## src/rtl/level_hold_transmitter_if.sv

```systemverilog
// Transmit handshake bundle: the source offers a level with tx_valid/tx_bit and
// the transmitter answers with tx_ready.
interface level_hold_transmitter_if;
  logic tx_valid;
  logic tx_bit;
  logic tx_ready;

  modport master (
    output tx_valid,
    output tx_bit,
    input  tx_ready
  );

  modport slave (
    input  tx_valid,
    input  tx_bit,
    output tx_ready
  );
endinterface

```

## src/rtl/level_hold_transmitter.sv

```systemverilog
// Single-wire level transmitter: holds every accepted level on line_out for exactly
// HoldSamples sample_clk cycles, with a one-deep pending slot for gap-free streaming.
module level_hold_transmitter #(
  parameter int unsigned HoldSamples = 24,  // legal range >= 2
  parameter bit          IdleLevel   = 1'b0
) (
  input  logic                     sample_clk,
  input  logic                     reset,
  level_hold_transmitter_if.slave  tx,
  output logic                     line_out,
  output logic                     busy,
  output logic                     hold_done
);

  localparam int unsigned CntW = $clog2(HoldSamples);
  localparam logic [CntW-1:0] CntLoad = CntW'(HoldSamples - 1);

  typedef enum logic {
    StIdle = 1'b0,
    StHold = 1'b1
  } state_e;

  state_e          state_q;
  logic [CntW-1:0] count_q;
  logic            pending_valid_q;
  logic            pending_bit_q;
  logic            accept;
  logic            terminal;

  // Ready stays high at the terminal edge when the slot is empty, enabling bypass.
  assign tx.tx_ready = ~pending_valid_q;
  assign accept      = tx.tx_valid & ~pending_valid_q;
  assign terminal    = (count_q == '0);

  always_ff @(posedge sample_clk or posedge reset) begin
    if (reset) begin
      state_q         <= StIdle;
      count_q         <= '0;
      pending_valid_q <= 1'b0;
      pending_bit_q   <= 1'b0;
      line_out        <= IdleLevel;
      busy            <= 1'b0;
      hold_done       <= 1'b0;
    end else begin
      hold_done <= 1'b0;
      case (state_q)
        StIdle: begin
          if (accept) begin
            line_out <= tx.tx_bit;
            count_q  <= CntLoad;
            busy     <= 1'b1;
            state_q  <= StHold;
          end
        end
        StHold: begin
          if (!terminal) begin
            count_q <= count_q - CntW'(1);
            if (accept) begin
              pending_bit_q   <= tx.tx_bit;
              pending_valid_q <= 1'b1;
            end
          end else begin
            hold_done <= 1'b1;
            if (pending_valid_q) begin
              line_out        <= pending_bit_q;
              pending_valid_q <= 1'b0;
              count_q         <= CntLoad;
            end else if (accept) begin
              line_out <= tx.tx_bit;
              count_q  <= CntLoad;
            end else begin
              // Line keeps its last level; only reset returns it to IdleLevel.
              busy    <= 1'b0;
              state_q <= StIdle;
            end
          end
        end
        default: state_q <= StIdle;
      endcase
    end
  end

endmodule
```

## src/flat_wrapper.sv

```systemverilog
// flat-port wrapper written by rule: the top's interface ports become plain ports
module level_hold_transmitter_flat 
#(
  parameter int unsigned HoldSamples = 24,                     
  parameter bit          IdleLevel   = 1'b0
)
  (sample_clk, reset, line_out, busy, hold_done, tx_tx_valid, tx_tx_bit, tx_tx_ready);
  level_hold_transmitter_if tx_i ();
  input  logic sample_clk;
  input  logic reset;
  output logic line_out;
  output logic busy;
  output logic hold_done;
  input wire logic [$bits(tx_i.tx_valid)-1:0] tx_tx_valid;
  input wire logic [$bits(tx_i.tx_bit)-1:0] tx_tx_bit;
  output wire logic [$bits(tx_i.tx_ready)-1:0] tx_tx_ready;
  assign tx_i.tx_valid = tx_tx_valid;
  assign tx_i.tx_bit = tx_tx_bit;
  assign tx_tx_ready = tx_i.tx_ready;
  level_hold_transmitter #(.HoldSamples(HoldSamples), .IdleLevel(IdleLevel)) u_core (.sample_clk(sample_clk), .reset(reset), .tx(tx_i), .line_out(line_out), .busy(busy), .hold_done(hold_done));
endmodule
```

## config.mk

```make
export PLATFORM = sky130hd
export DESIGN_NAME = level_hold_transmitter_flat
export DESIGN_NICKNAME = d
export VERILOG_FILES = /design/src/rtl/level_hold_transmitter_if.sv /design/src/rtl/level_hold_transmitter.sv /design/src/flat_wrapper.sv
export SDC_FILE = /design/constraint.sdc
export NUM_CORES = 1
export LEC_CHECK = 0
export CAP_MARGIN = 10
export CORE_AREA = 4 4 41 43
export CTS_CLUSTER_SIZE = 30
export DETAILED_ROUTE_END_ITERATION = 10
export DIE_AREA = 0 0 45 47
export PLACE_DENSITY = 0.75
export REMOVE_ABC_BUFFERS = 1
export SLEW_MARGIN = 10
export SYNTH_ARGS = -nofsm -noshare
export SYNTH_HDL_FRONTEND = slang
export SYNTH_SLANG_ARGS = --single-unit
```

## constraint.sdc

```tcl
create_clock -name sample_clk -period 1.9 [get_ports sample_clk]
set_input_delay 0.19 -clock sample_clk [delete_from_list [all_inputs] [get_ports sample_clk]]
set_output_delay 0.19 -clock sample_clk [all_outputs]
set_load 0.02 [all_outputs]
```

# Word level (Yosys, flattened, before mapping)
# Index checks and enable logic that the tools add are counted.
[word_totals]
register_bits = 11
in_bits = 4
output_inout_bits = 4
wordCells = 41
[op_classes]
add_sub_neg = 1
n_eq_ne = 4
mux = 20
bitwise_logic = 4
n_reduce_logical = 5
[op_table]
columns = ["operator", "count"]
rows = [
  ["$mux W5", 3],
  ["$mux W1", 13],
  ["$pmux W5 S2", 1],
  ["$ne A2 B2 Y1 const B", 3],
  ["$pmux W1 S2", 3],
  ["$logic_not A5 Y1", 1],
  ["$sub A5 B1 Y5 const B", 1],
  ["$reduce_and A4 Y1", 1],
  ["$not A1 Y1", 3],
  ["$reduce_and A3 Y1", 1],
  ["$ne A2 B1 Y1 const B", 1],
  ["$reduce_and A2 Y1", 1],
  ["$reduce_bool A2 Y1", 1],
  ["$and A1 B1 Y1", 1],
]

# Longest topological paths before layout
[logic_depth]
word_depth = 6
ltp_mapped = 5
depth_no_buf = 5

# Least setup slack after synthesis
# Ideal clock, no wire load.
[synth_path]
path_kind = "reg-to-reg"
from = "register u_core.count_q[0]"
to = "register u_core.pending_bit_q"
t_arrival_ps = 1507
required_time_ps = 1775
slack_ps = 268
path_stages_with_launch = 6
n_path_buf = 0
synth_period_minus_slack_ps = 1632
path_cell_list = "dfrtp_1 > inv_1 > ha_1 > or4b_4 > nand3_1 > mux2_2"
[synth_via]
elab_chain_len = 3
[synth_rtl]
columns = ["item", "line", "rtl"]
rows = [
  ["start: declaration", "level_hold_transmitter.sv:24", "logic [CntW-1:0] count_q;"],
  ["start signal: assignment", "level_hold_transmitter.sv:50", "count_q <= CntLoad;"],
  ["start signal: assignment", "level_hold_transmitter.sv:57", "count_q <= count_q - CntW'(1);"],
  ["start signal: assignment", "level_hold_transmitter.sv:67", "count_q <= CntLoad;"],
  ["$logic_not A5 Y1", "level_hold_transmitter.sv:33", "assign terminal = (count_q == '0);"],
  ["$not A1 Y1 (no line)", "--", ""],
  ["$reduce_and A3 Y1 (no line)", "--", ""],
  ["end signal: assignment", "level_hold_transmitter.sv:59", "pending_bit_q <= tx.tx_bit;"],
  ["end: declaration", "level_hold_transmitter.sv:26", "logic pending_bit_q;"],
]
# No other way between the ends.
# A chain may end at the register's enable or synchronous reset.

# Final worst setup path
[layout_path]
from = "register u_core.count_q[0]"
to = "register u_core.count_q[0]"
[layout_via]
elab_chain_len = 4
word_cells_on_any_way = 6
classes_between = "add/sub (1); mux (4); reduce/logical (1)"
[layout_rtl]
columns = ["item", "line", "rtl"]
rows = [
  ["parallel branches: the longest is 3 deep, another holds $sub A5 B1 Y5", "--", ""],
  ["$pmux W5 S2 (*)", "level_hold_transmitter.sv:46", "case (state_q)"],
]
# Every way passes the cells marked *.

==> metrics.cfg <==
[status]
status = complete, no violations

[place]
port_buffers = 7
place_inst = 74
hpwl_um = 762.7
gp_congestion = 0.7887

[final_layout]
antennaDiodeCount = 0
drive_gt1_frac = 0.1270
area_delta_synth_final_pct = 20.46
layout.cells.non_filler = 78
filler_cell_count = 134
fin_nets = 69

[worst_hold_path]
hp-class = input port to asynchronous set/reset pin

[worst_setup_path]
cp_max_fo = 5
crit_type = flop to flop
crit_path_end_kind = flop
arrival_ns = 1.92
cp-start-kind = flop
cp.required_ns = 2.04

[power]
clockPowerShare = 0.147
p_sw_mw = 0.4064
p_int_mw = 0.6784
total_leakage_power_nw = 0.2921
sequentialPowerShare = 0.421
ir_worst_vdd_v = 0.0007383
p_per_area_nw_per_um2 = 1655
swShare = 0.3746
combinationalPowerShare = 0.432

[clock_network]
cts-resized-gates = 0
cts_tree = done
max-clock-path-buffers = 2
clk_pin_slew_ns = 0.07
cts.sinks = 11
h-tree-depth = 1
cts_inserted_buffers = 3
ctsRootBufferMaster = clkbuf_4
post_cts_buffers = 0
cts-hold-fix-buffers = 0
insertion_delay_ns = 0.27

[timing]
setup_violations = 0
slew_viol_final = 0
skew_ns = 0.002064
hold_violations = 0
min_period_ns = 1.784
tightest_slew_ns = 0.4180
rsz0062_at_grt = no
post-route-period-util = 0.9390
fmax_ghz = 0.5605
fin_setup_tns_ns = 0
slew_headroom = 0.7210

[yosys]
yosysSeqAreaShare = 0.5057
yosys.area.top_type = dfrtp_1
synth_top_area_share = 0.5057
netlist_top_cells_area = dfrtp_1 (51%), inv_1 (4.8%), a21oi_1 (4.6%)
synth_warnings = 0
synth_cell_type_count = 27
ys_seq_elements = 11
synth_edf_count = 0
synth.most_common_cell = dfrtp_1
synth_ff_type = dfrtp_1
netlist_top_cells_count = dfrtp_1 (11), inv_1 (7), a21oi_1 (5)
syn_inst = 53
syn-cell-area_um2 = 544.3
synth_area_per_cell_um2 = 10.27
synthArstFlopShare = 1.000

[floorplanning]
core_um2 = 1301
io_pins = 8
rows = 13
die_w_um = 45
die_height_um = 47
dieArea_um2 = 2115
initial_core_util = 0.4183

[global_route]
overflow = 0
grt_pass1_vias = 417
grt_usage = 0.1341
grt_max_degree = 13
antenna_found_initial = 0
grt_pass1_wl_um = 1925

[drt]
vias_per_cell = 5.346
wl_um = 1030
drc = 0
routedWlPerCell_um = 13.21
vias = 417
postRouteAntennaNets = 0
firstDrtPassIters = 4
drt_iter0_drc = 5

[flow_run]
drv_cap = 0

[cell usage in the layout, fill, tap and decap left out, types with 3 or more instances in the layout]
master | netlist | layout
nor2_1 | 3 | 3
o21ai_0 | 3 | 3
inv_1 | 7 | 7
dfrtp_1 | 11 | 11
clkbuf_4 | 0 | 3
nand2b_1 | 3 | 3
clkdlybuf4s50_1 | 0 | 7
a21oi_1 | 5 | 5
[registers in the layout, summed over array words and instances (netlist names)]
signal	cells
u_core.busy	1
u_core.count_q	5
u_core.hold_done	1
u_core.line_out	1
u_core.pending_bit_q	1
u_core.pending_valid_q	1
u_core.state_q	1
[per-layer routing]
layer,up-vias,part of all wire,routed length (µm),GRT usage
met5,-,0,0,0
met4,0,0.035,36,0.1053
met3,5,0.036,37,0.03448
met2,8,0.49,501,0.2006
met1,200,0.44,455,0.1647
li1,204,-,-,-
[worst paths after layout]
kind / depth (start not counted) / to / slack, ns / startpoint
min: 2 / u_core.count_q[4] / 0.20 / reset
min reg2reg: 1 / u_core.pending_bit_q / 0.50 / u_core.pending_bit_q
min in group sample_clk: 1 / u_core.pending_bit_q / 0.50 / u_core.pending_bit_q
max: 5 / u_core.count_q[0] / 0.12 / u_core.count_q[0]
max reg2reg: 5 / u_core.count_q[0] / 0.12 / u_core.count_q[0]
max in group asynchronous: 2 / u_core.count_q[1] / 1.41 / reset
[layout make-up]
type                       count  area, µm²  area share
tap                           15      18.77     0.02863
clock buffer                   4      26.28     0.04008
multi-input combinational     34      239.0      0.3645
timing repair buffer           7      70.07      0.1069
inverter                       7      26.28     0.04008
sequential                    11      275.3      0.4198
[cells by family after synthesis]
logic type,share of synthesized area
compound gates,0.1655
mux,0.03908
buf+inv,0.05517
xor+xnor,0.01609
simple gates,0.1954
fa+ha+maj,0.02298
flops,0.5057
[power groups by stage]
stage | sequential (mW) | clock, mW | combinational (mW)
after floorplan | 0.448 | 0 | 0.343
after global placement | 0.456 | 0 | 0.454
after detailed placement | 0.459 | 0 | 0.473
after CTS | 0.454 | 0.166 | 0.477
after global routing | 0.477 | 0.176 | 0.524
final | 0.457 | 0.159 | 0.468
[through the flow]
step	instance area, µm²	hold WS, ns	total power [mW]	worst slack [ns]	utilization
after floorplan	540.5	0.04244	0.7907	0.2685	-
after global placement	629.4	0.4849	0.9106	0.2212	0.4837
after detailed placement	629.4	0.4895	0.9325	0.1545	0.4837
after CTS	655.6	0.2175	1.097	0.1231	0.5038
after global routing	655.6	0.2411	1.177	0.02721	0.5038
final	655.6	0.2008	1.085	0.1159	0.5038
[worst max-delay path, cell delays in order, from the launching register on]
cell,delay (ns)
dfrtp_1,0.37
inv_1,0.10
ha_1,0.20
or4b_4,0.50
o22ai_1,0.34
mux2i_1,0.14
Note: power is estimated with default switching activity, not from simulation.
